<file path="config.mk">
export PLATFORM = sky130hd
export DESIGN_NAME = mem_port_arbiter_flat
export DESIGN_NICKNAME = d
export VERILOG_FILES = /design/src/rtl/mem_port_arbiter_pkg.sv /design/src/rtl/mem_port_arbiter_if.sv /design/src/rtl/mem_port_arbiter_pick.sv /design/src/rtl/mem_port_arbiter.sv /design/src/flat_wrapper.sv
export SDC_FILE = /design/constraint.sdc
export NUM_CORES = 1
export LEC_CHECK = 0
export ABC_AREA = 1
export BUFFER_PORTS_ARGS = -buffer_cell sky130_fd_sc_hd__buf_2
export CAP_MARGIN = 5
export CORE_ASPECT_RATIO = 0.7
export CORE_MARGIN = 1.5
export CORE_UTILIZATION = 48
export CTS_CLUSTER_DIAMETER = 50
export DETAILED_ROUTE_END_ITERATION = 8
export PLACE_DENSITY = 0.84
export SLEW_MARGIN = 5
export SYNTH_ARGS = -nofsm -noshare
export SYNTH_HDL_FRONTEND = slang
export SYNTH_HIERARCHICAL = 1
export SYNTH_SLANG_ARGS = --single-unit
</file>
<file path="constraint.sdc">
create_clock -name clk -period 4.3 [get_ports clk]
set_input_delay 0.43 -clock clk [delete_from_list [all_inputs] [get_ports clk]]
set_output_delay 0.43 -clock clk [all_outputs]
set_load 0.01 [all_outputs]
</file>
<file path="src/rtl/mem_port_arbiter_pkg.sv">
// mem_port_arbiter_pkg: shared state/grant encodings and constants for the memory port arbiter
package mem_port_arbiter_pkg;
    localparam logic [2:0] F3_WORD = 3'b010;
    typedef enum logic [1:0] {
        ARB_IDLE   = 2'd0,
        ARB_BUSY_I = 2'd1,
        ARB_BUSY_D = 2'd2,
        ARB_RESP   = 2'd3
    } arb_state_t;
    typedef enum logic [1:0] {
        PICK_NONE  = 2'd0,
        PICK_FETCH = 2'd1,
        PICK_DATA  = 2'd2
    } pick_t;
endpackage

</file>
<file path="src/rtl/mem_port_arbiter_if.sv">
// mem_port_arbiter_if: fetch, load/store and memory-side signals of the shared memory port
interface mem_port_arbiter_if #(
    parameter int ADDR_W = 32,
    parameter int DATA_W = 32
) ();
    logic              if_req;
    logic [ADDR_W-1:0] if_addr;
    logic              if_ready;
    logic [DATA_W-1:0] if_rdata;
    logic              d_req;
    logic              d_we;
    logic [ADDR_W-1:0] d_addr;
    logic [DATA_W-1:0] d_wdata;
    logic [2:0]        d_func3;
    logic              d_ready;
    logic [DATA_W-1:0] d_rdata;
    logic              mem_req;
    logic              mem_we;
    logic [ADDR_W-1:0] mem_addr;
    logic [DATA_W-1:0] mem_wdata;
    logic [2:0]        mem_func3;
    logic              mem_ready;
    logic [DATA_W-1:0] mem_rdata;
    logic              busy;
    modport slave (
        input  if_req, if_addr, d_req, d_we, d_addr, d_wdata, d_func3, mem_ready, mem_rdata,
        output if_ready, if_rdata, d_ready, d_rdata, mem_req, mem_we, mem_addr, mem_wdata,
               mem_func3, busy
    );
    modport master (
        output if_req, if_addr, d_req, d_we, d_addr, d_wdata, d_func3, mem_ready, mem_rdata,
        input  if_ready, if_rdata, d_ready, d_rdata, mem_req, mem_we, mem_addr, mem_wdata,
               mem_func3, busy
    );
endinterface

</file>
<file path="src/rtl/mem_port_arbiter_pick.sv">
// mem_arb_pick: data-priority winner select, overridden when fetch has been starved too long
module mem_arb_pick
    import mem_port_arbiter_pkg::*;
#(
    parameter int STARVE_LIMIT = 4,
    parameter int CNT_W        = $clog2(STARVE_LIMIT + 1)
) (
    input  logic             if_req,
    input  logic             d_req,
    input  logic [CNT_W-1:0] starve_cnt,
    output pick_t            pick
);
    localparam logic [CNT_W-1:0] LIMIT = CNT_W'(STARVE_LIMIT);
    logic starved;
    assign starved = if_req & (starve_cnt == LIMIT);
    assign pick    = (d_req & ~starved) ? PICK_DATA : (if_req ? PICK_FETCH : PICK_NONE);
endmodule

</file>
<file path="src/rtl/mem_port_arbiter.sv">
// mem_port_arbiter: shares one memory port between instruction fetch and load/store traffic
module mem_port_arbiter
    import mem_port_arbiter_pkg::*;
#(
    parameter int ADDR_W       = 32,
    parameter int DATA_W       = 32,
    parameter int STARVE_LIMIT = 4
) (
    input logic               clk,
    input logic               rst,
    mem_port_arbiter_if.slave bus
);
    localparam int CNT_W = $clog2(STARVE_LIMIT + 1);
    localparam logic [CNT_W-1:0] LIMIT = CNT_W'(STARVE_LIMIT);
    arb_state_t        state, state_nx;
    pick_t             pick;
    logic              resp_d, resp_d_nx;
    logic              we_q, we_nx;
    logic [CNT_W-1:0]  starve_cnt, starve_nx;
    logic [ADDR_W-1:0] addr_q, addr_nx;
    logic [DATA_W-1:0] wdata_q, wdata_nx;
    logic [2:0]        f3_q, f3_nx;
    logic [DATA_W-1:0] if_rdata_q, if_rdata_nx;
    logic [DATA_W-1:0] d_rdata_q, d_rdata_nx;
    logic              is_d;
    mem_arb_pick #(.STARVE_LIMIT(STARVE_LIMIT), .CNT_W(CNT_W)) u_pick (
        .if_req    (bus.if_req),
        .d_req     (bus.d_req),
        .starve_cnt(starve_cnt),
        .pick      (pick)
    );
    assign is_d = pick == PICK_DATA;
    always_comb begin
        state_nx    = state;
        resp_d_nx   = resp_d;
        we_nx       = we_q;
        starve_nx   = starve_cnt;
        addr_nx     = addr_q;
        wdata_nx    = wdata_q;
        f3_nx       = f3_q;
        if_rdata_nx = if_rdata_q;
        d_rdata_nx  = d_rdata_q;
        case (state)
            ARB_IDLE: if (pick != PICK_NONE) begin
                state_nx  = is_d ? ARB_BUSY_D : ARB_BUSY_I;
                resp_d_nx = is_d;
                we_nx     = is_d & bus.d_we;
                addr_nx   = is_d ? bus.d_addr : bus.if_addr;
                wdata_nx  = is_d ? bus.d_wdata : '0;
                f3_nx     = is_d ? bus.d_func3 : F3_WORD;
                // Saturating count of data wins while fetch waits; any other grant clears it
                starve_nx = (is_d & bus.if_req) ? starve_cnt + CNT_W'(starve_cnt != LIMIT) : '0;
            end
            ARB_BUSY_I, ARB_BUSY_D: if (bus.mem_ready) begin
                state_nx    = ARB_RESP;
                if_rdata_nx = state == ARB_BUSY_I ? bus.mem_rdata : if_rdata_q;
                d_rdata_nx  = state == ARB_BUSY_D ? bus.mem_rdata : d_rdata_q;
            end
            default: state_nx = ARB_IDLE;
        endcase
    end
    always_ff @(posedge clk) begin
        if (!rst) begin
            state      <= ARB_IDLE;
            resp_d     <= 1'b0;
            we_q       <= 1'b0;
            starve_cnt <= '0;
            addr_q     <= '0;
            wdata_q    <= '0;
            f3_q       <= '0;
            if_rdata_q <= '0;
            d_rdata_q  <= '0;
        end else begin
            state      <= state_nx;
            resp_d     <= resp_d_nx;
            we_q       <= we_nx;
            starve_cnt <= starve_nx;
            addr_q     <= addr_nx;
            wdata_q    <= wdata_nx;
            f3_q       <= f3_nx;
            if_rdata_q <= if_rdata_nx;
            d_rdata_q  <= d_rdata_nx;
        end
    end
    assign bus.mem_req   = (state == ARB_BUSY_I) | (state == ARB_BUSY_D);
    assign bus.mem_we    = (state == ARB_BUSY_D) & we_q;
    assign bus.mem_addr  = addr_q;
    assign bus.mem_wdata = wdata_q;
    assign bus.mem_func3 = f3_q;
    assign bus.if_ready  = (state == ARB_RESP) & ~resp_d;
    assign bus.d_ready   = (state == ARB_RESP) & resp_d;
    assign bus.if_rdata  = if_rdata_q;
    assign bus.d_rdata   = d_rdata_q;
    assign bus.busy      = state != ARB_IDLE;
endmodule

</file>
<file path="src/flat_wrapper.sv">
// flat-port wrapper written by rule: the top's interface ports become plain ports
module mem_port_arbiter_flat import mem_port_arbiter_pkg::*;
#(
    parameter int ADDR_W       = 32,
    parameter int DATA_W       = 32,
    parameter int STARVE_LIMIT = 4
)
  (clk, rst, bus_if_req, bus_if_addr, bus_d_req, bus_d_we, bus_d_addr, bus_d_wdata, bus_d_func3, bus_mem_ready, bus_mem_rdata, bus_if_ready, bus_if_rdata, bus_d_ready, bus_d_rdata, bus_mem_req, bus_mem_we, bus_mem_addr, bus_mem_wdata, bus_mem_func3, bus_busy);
  mem_port_arbiter_if #(.ADDR_W(ADDR_W), .DATA_W(DATA_W)) bus_i ();
  input logic clk;
  input logic rst;
  input wire logic [$bits(bus_i.if_req)-1:0] bus_if_req;
  input wire logic [$bits(bus_i.if_addr)-1:0] bus_if_addr;
  input wire logic [$bits(bus_i.d_req)-1:0] bus_d_req;
  input wire logic [$bits(bus_i.d_we)-1:0] bus_d_we;
  input wire logic [$bits(bus_i.d_addr)-1:0] bus_d_addr;
  input wire logic [$bits(bus_i.d_wdata)-1:0] bus_d_wdata;
  input wire logic [$bits(bus_i.d_func3)-1:0] bus_d_func3;
  input wire logic [$bits(bus_i.mem_ready)-1:0] bus_mem_ready;
  input wire logic [$bits(bus_i.mem_rdata)-1:0] bus_mem_rdata;
  output wire logic [$bits(bus_i.if_ready)-1:0] bus_if_ready;
  output wire logic [$bits(bus_i.if_rdata)-1:0] bus_if_rdata;
  output wire logic [$bits(bus_i.d_ready)-1:0] bus_d_ready;
  output wire logic [$bits(bus_i.d_rdata)-1:0] bus_d_rdata;
  output wire logic [$bits(bus_i.mem_req)-1:0] bus_mem_req;
  output wire logic [$bits(bus_i.mem_we)-1:0] bus_mem_we;
  output wire logic [$bits(bus_i.mem_addr)-1:0] bus_mem_addr;
  output wire logic [$bits(bus_i.mem_wdata)-1:0] bus_mem_wdata;
  output wire logic [$bits(bus_i.mem_func3)-1:0] bus_mem_func3;
  output wire logic [$bits(bus_i.busy)-1:0] bus_busy;
  assign bus_i.if_req = bus_if_req;
  assign bus_i.if_addr = bus_if_addr;
  assign bus_i.d_req = bus_d_req;
  assign bus_i.d_we = bus_d_we;
  assign bus_i.d_addr = bus_d_addr;
  assign bus_i.d_wdata = bus_d_wdata;
  assign bus_i.d_func3 = bus_d_func3;
  assign bus_i.mem_ready = bus_mem_ready;
  assign bus_i.mem_rdata = bus_mem_rdata;
  assign bus_if_ready = bus_i.if_ready;
  assign bus_if_rdata = bus_i.if_rdata;
  assign bus_d_ready = bus_i.d_ready;
  assign bus_d_rdata = bus_i.d_rdata;
  assign bus_mem_req = bus_i.mem_req;
  assign bus_mem_we = bus_i.mem_we;
  assign bus_mem_addr = bus_i.mem_addr;
  assign bus_mem_wdata = bus_i.mem_wdata;
  assign bus_mem_func3 = bus_i.mem_func3;
  assign bus_busy = bus_i.busy;
  mem_port_arbiter #(.ADDR_W(ADDR_W), .DATA_W(DATA_W), .STARVE_LIMIT(STARVE_LIMIT)) u_core (.clk(clk), .rst(rst), .bus(bus_i));
endmodule
</file>
Word-level counts from Yosys, hierarchy flattened

Index checks and enable logic that the tools add are counted.

Flip-flop bits (word level): 138
Input port bits: 137
Output and inout port bits: 136
Logic and storage cells: 46

Add/subtract/negate cells: 1
Equality and inequality tests: 8
Muxes and demuxes: 10
Bitwise operators: 10
Reduce and logical (&&, ||, !) cells: 8

Operators by type and width:

| kind                                                                   | number |
|---|---|
| 32-bit two-way mux                                                     | 2 |
| 2-bit two-way mux                                                      | 4 |
| 1-bit AND                                                              | 7 |
| 2-bit equality test (second input constant)                            | 3 |
| 3-bit two-way mux                                                      | 2 |
| 3-bit AND reduction                                                    | 2 |
| 2-bit one-hot mux with 2 select lines                                  | 1 |
| 2-bit AND reduction                                                    | 2 |
| 2-bit nonzero test                                                     | 2 |
| 3-bit by 1-bit adder with 3-bit output                                 | 1 |
| 3-bit equality test (second input constant)                            | 1 |
| 3-bit != test (second input constant)                                  | 1 |
| 2-bit by 1-bit equality test with 1-bit output (second input constant) | 1 |
| 2-bit zero test                                                        | 1 |
| 2-bit by 1-bit != test with 1-bit output (second input constant)       | 1 |
| 2-bit != test (second input constant)                                  | 1 |
| 1-bit inverter                                                         | 2 |
| 2-bit OR reduction                                                     | 1 |
| 1-bit two-way mux                                                      | 1 |
| 1-bit OR                                                               | 1 |

Longest topological paths before layout

Depth after elaboration: 9
Mapped depth: 9

Modules after synthesis

The synthesis kept the hierarchy.

By module, submodules not included:

| module           | times used | cells each | area an instance (um2) | sequential area each (um2) |
|---|---|---|---|---|
| mem_port_arbiter | 1          | 670        | 5161.2                 | 2762.6 |
| mem_arb_pick     | 1          | 7          | 37.5                   | 0.0 |

Least setup slack after synthesis

Ideal clock, no wire load.

Kind: input-to-reg
Start point: input bus_if_req
End point: register u_core.addr_q[29] (netlist: u_core/bus.mem_addr[29])
Arrival: 1.384 ns
Data required time: 4.180 ns
Setup slack: 2.796 ns
Cell stages on the path: 9
Buffers on the path: 1
Cell sequence: nand2_1 inv_1 a21boi_1 nor2_2 nor2_4 inv_2 buf_2 a21oi_1 a21oi_1

Word-level cells in the longest chain between the ends: 6

RTL lines:

| what                                                      | line                                           | RTL |
|---|---|---|
| start: declaration                                        | flat_wrapper.sv:12                             | `input wire logic [$bits(bus_i.if_req)-1:0] bus_if_req;` |
| 1-bit AND *                                               | mem_port_arbiter_pick.sv:15                    | `assign starved = if_req & (starve_cnt == LIMIT);` |
| 1-bit inverter *                                          | mem_port_arbiter_pick.sv:16                    | `assign pick = (d_req & ~starved) ? PICK_DATA : (if_req ? PICK_FETCH : PICK_NONE);` |
| 1-bit AND *                                               | mem_port_arbiter_pick.sv:16                    |  |
| 2-bit two-way mux *                                       | mem_port_arbiter_pick.sv:16                    |  |
| named net u_core.pick[1]                                  | mem_port_arbiter.sv:16                         | `pick_t pick;` |
| 2-bit equality test or 2-bit nonzero test (tied branches) | mem_port_arbiter.sv:32, mem_port_arbiter.sv:44 |  |
| 32-bit two-way mux or 2-bit AND reduction (tied branches) | --                                             |  |
| end signal: assignment                                    | mem_port_arbiter.sv:78                         | `addr_q <= addr_nx;` |
| end: declaration                                          | mem_port_arbiter.sv:20                         | `logic [ADDR_W-1:0] addr_q, addr_nx;` |

Mark *: on every way through the listed nets, which the timed path passes. The rest lies on a longest branch.
A chain may end at the register's enable or synchronous reset.

Final worst setup path

Start point: register u_core.state[1]
End point: register u_core.if_rdata_q[17] (netlist: u_core/bus.if_rdata[17])

Word-level cells in the longest chain between the ends: 3

RTL lines:

| what                                                                                  | line                                           | RTL |
|---|---|---|
| start: declaration                                                                    | mem_port_arbiter.sv:15                         | `arb_state_t state, state_nx;` |
| start signal: assignment                                                              | mem_port_arbiter.sv:74                         | `state <= state_nx;` |
| 2-bit equality test or 2-bit by 1-bit equality test with 1-bit output (tied branches) | mem_port_arbiter.sv:43, mem_port_arbiter.sv:56 |  |
| 2-bit OR reduction                                                                    | mem_port_arbiter.sv:43                         | `case (state)` |
| 3-bit AND reduction (no line) *                                                       | --                                             |  |
| end signal: assignment                                                                | mem_port_arbiter.sv:81                         | `if_rdata_q <= if_rdata_nx;` |
| end: declaration                                                                      | mem_port_arbiter.sv:23                         | `logic [DATA_W-1:0] if_rdata_q, if_rdata_nx;` |

Mark *: on every way between the ends. The rest lies on a longest branch, timed or not.

==> reports/qor.txt <==
status: finished, final reports clean
Pleak: 3.43 nW
share of layout cells above drive strength 1: 33.9%
slack of the worst reg-to-reg path: 1.80 ns
fmax: 400 MHz
crit path time final: 2.50 ns
Rows: 31
RSZ-0062 raised after global routing: false
CTS tree: done
synthesis-to-layout area growth: 37.8%
Setup CP Type: flip-flop to flip-flop
final hold vios: 0
Final TNS setup: 0 ns
post-synthesis cell type count: 19
CORE AREA: 10,400 µm²
cell with the largest stage delay on the worst path: inv_1
Cells after Synth: 677
Initial DRC Count: 325
Arrival @ worst endpoint: 2.80 ns
Worst slew margin: 30.5%
clk sink count: 138
HP Class: input pin to flip-flop
share of async-settable or async-resettable flops after synthesis: 0%
first drt pass iteration count: 4
Post-synth EDFFs: 0
ys flop type: dfxtp_1
total CTS buffers: 17
drc violations: 0
hpwl dp: 10,100 µm
final WL: 14,600 µm
Port Buf Inserts: 272
Post-CTS Setup Inserts: 0
slowest cell delay on critical path: 0.72 ns
hold_buf cts: 0
wire per inst: 13.7 µm
Clk Tree Root Cell: clkbuf_16
clk_lat worst skew: 0.41 ns
filler instances: 883
Die Area: 11,500 µm²
first-pass GRT wire length: 23,500 µm
CP required: 4.60 ns
post-route ant nets: 0
Yosys top cell by area: dfxtp_1
largest net degree at the start of global routing: 65
Via-to-Cell Ratio: 4.99
H-tree depth: 4
routability cong.: 0.780
worst ir drop on vdd: 0.370 mV
initial core utilization: 49.8%
period utilization: 58.2%
Worst Skew: 0.0107 ns
Reg2Reg Capture Point: u_core/bus.if_rdata[17]$_SDFFE_PN0P_
Critical Path, Cell by Cell: inv_1, ha_1, nand2_1, inv_1, nor2_1, nor2_1
Layout Nets: 1,070
via count: 5,351
Total GRT Usage: 25.4%
# diodes: 0
top-count cell post-synth: dfxtp_1
Resize count post-CTS: 0
max-slew violation count: 0
area share of the leading cell type in the synthesized netlist: 53.1%
actual slew at the worst max-slew pin: 1.04 ns
Synth area leaders: dfxtp_1 53%, a21oi_1 13%, nand2_1 8.8%
grt ovf: 0
I/O Pins: 273
Longest Clk Path Bufs: 2
worst reg2reg path depth: 6
Vert. Die Dim: 90.1 µm
number of global-route vias before repair: 4,979
Avg Inst Size Synth: 7.68 µm²
origin of the worst setup path: u_core/state[1]$_SDFFE_PN0P_
Max-Cap Viols: 0
P per Cell Area: 613 nW/µm²
Synth Register Bits: 138
end of the critical path: u_core/bus.if_rdata[17]$_SDFFE_PN0P_
final core utilization: 68.7%
worst r2r src: u_core/state[1]$_SDFFE_PN0P_
count of final setup violators: 0
initial antenna violation count: 0
top cells by count, synth: 138 x dfxtp_1, 137 x a21oi_1, 122 x nand2_1
synth warn: 6
CP Launch Type: flip-flop
Post-Syn Nets: 820
register area share after synthesis: 53.1%
synthesized cell area: 5200 µm²
Critical Path Fanout Max: 33
clock-pin slew on the worst setup and hold paths: 0.06 ns
CP Capture Type: flip-flop
Horiz. Die Dim: 127 µm
==> layout by cell type, fill, tap and decap left out, drive strengths merged, types with 4 or more instances in the layout <==
cell type / instances
clkinv: 5
nand3: 7
nor2: 72
buf: 277
ha: 6
inv: 51
nand2: 122
a21oi: 138
dfxtp: 138
o21ai: 98
clkbuf: 17
clkinvlp: 4
==> routing by layer <==
metal  vias to the layer above  wire, µm  global-route usage, %
met5                         -         0                      0
met4                         0       314                   10.4
met3                        26      1100                   7.50
met2                       232      7170                   42.7
met1                      2380      6050                   30.2
li1                       2713         -                      -
==> worst min path at each step <==
stage	start	cells after the start	slack [ns]	end
floorplan	u_core/we_q$_SDFFE_PN0P_	2	0.44	u_core/we_q$_SDFFE_PN0P_
global placement	u_core/bus.d_rdata[6]$_SDFFE_PN0P_	2	0.43	u_core/bus.d_rdata[6]$_SDFFE_PN0P_
detailed placement	u_core/bus.d_rdata[1]$_SDFFE_PN0P_	2	0.43	u_core/bus.d_rdata[1]$_SDFFE_PN0P_
CTS	bus_d_wdata[17]	3	0.26	u_core/bus.mem_wdata[17]$_SDFFE_PN0P_
global route	bus_d_wdata[17]	3	0.26	u_core/bus.mem_wdata[17]$_SDFFE_PN0P_
finish	bus_d_wdata[17]	3	0.27	u_core/bus.mem_wdata[17]$_SDFFE_PN0P_
==> critical path: cells and delay by family (launching register included) <==
family                     cells  cell delay (ns)
adders and majority gates      1             0.18
buffers and inverters          2             0.80
DFF                            1             0.38
and+or+nand+nor                3             1.01
==> per-stage QoR <==
stage / power, mW / std cells / area, µm² / hold slack (ns) / setup slack (ns)
after global routing: 4.65 / 1072 / 7160 / 0.260 / 1.48
after floorplan: 2.48 / 677 / 5200 / 0.440 / 2.80
after detailed placement: 2.95 / 1040 / 6570 / 0.434 / 1.83
final: 4.39 / 1072 / 7160 / 0.270 / 1.80
after CTS: 4.42 / 1072 / 7160 / 0.257 / 1.81
after global placement: 2.93 / 1040 / 6570 / 0.431 / 1.94
==> cells by family after synthesis <==
logic type | after synthesis | share of synthesized area [%]
flops | 138 | 53.1
buf+inv | 94 | 7.34
fa+ha+maj | 6 | 1.44
compound gates | 237 | 22.9
simple gates | 202 | 15.1
==> cell type report <==
type	instances	area, µm²	area share (%)
flip-flops and latches	138	2760	38.6
repair buffers	277	1400	19.5
multi-input cells	445	2060	28.8
clock buffers	17	425	5.94
well taps	132	165	2.31
inverters	48	180	2.52
clock inverters	15	171	2.39
==> state kept, by name, indices dropped and copies added (netlist names) <==
register	count
u_core/bus.d_rdata	32
u_core/bus.if_rdata	32
u_core/bus.mem_addr	32
u_core/bus.mem_func3	3
u_core/bus.mem_wdata	32
u_core/resp_d	1
u_core/starve_cnt	3
u_core/state	2
u_core/we_q	1
==> power by group <==
part / internal, mW / switching (mW)
clock: 0.911 / 0.555
sequential: 1.53 / 0.124
combinational: 0.463 / 0.807
total: 2.91 / 1.49
Power figures use the tool's default switching activity.
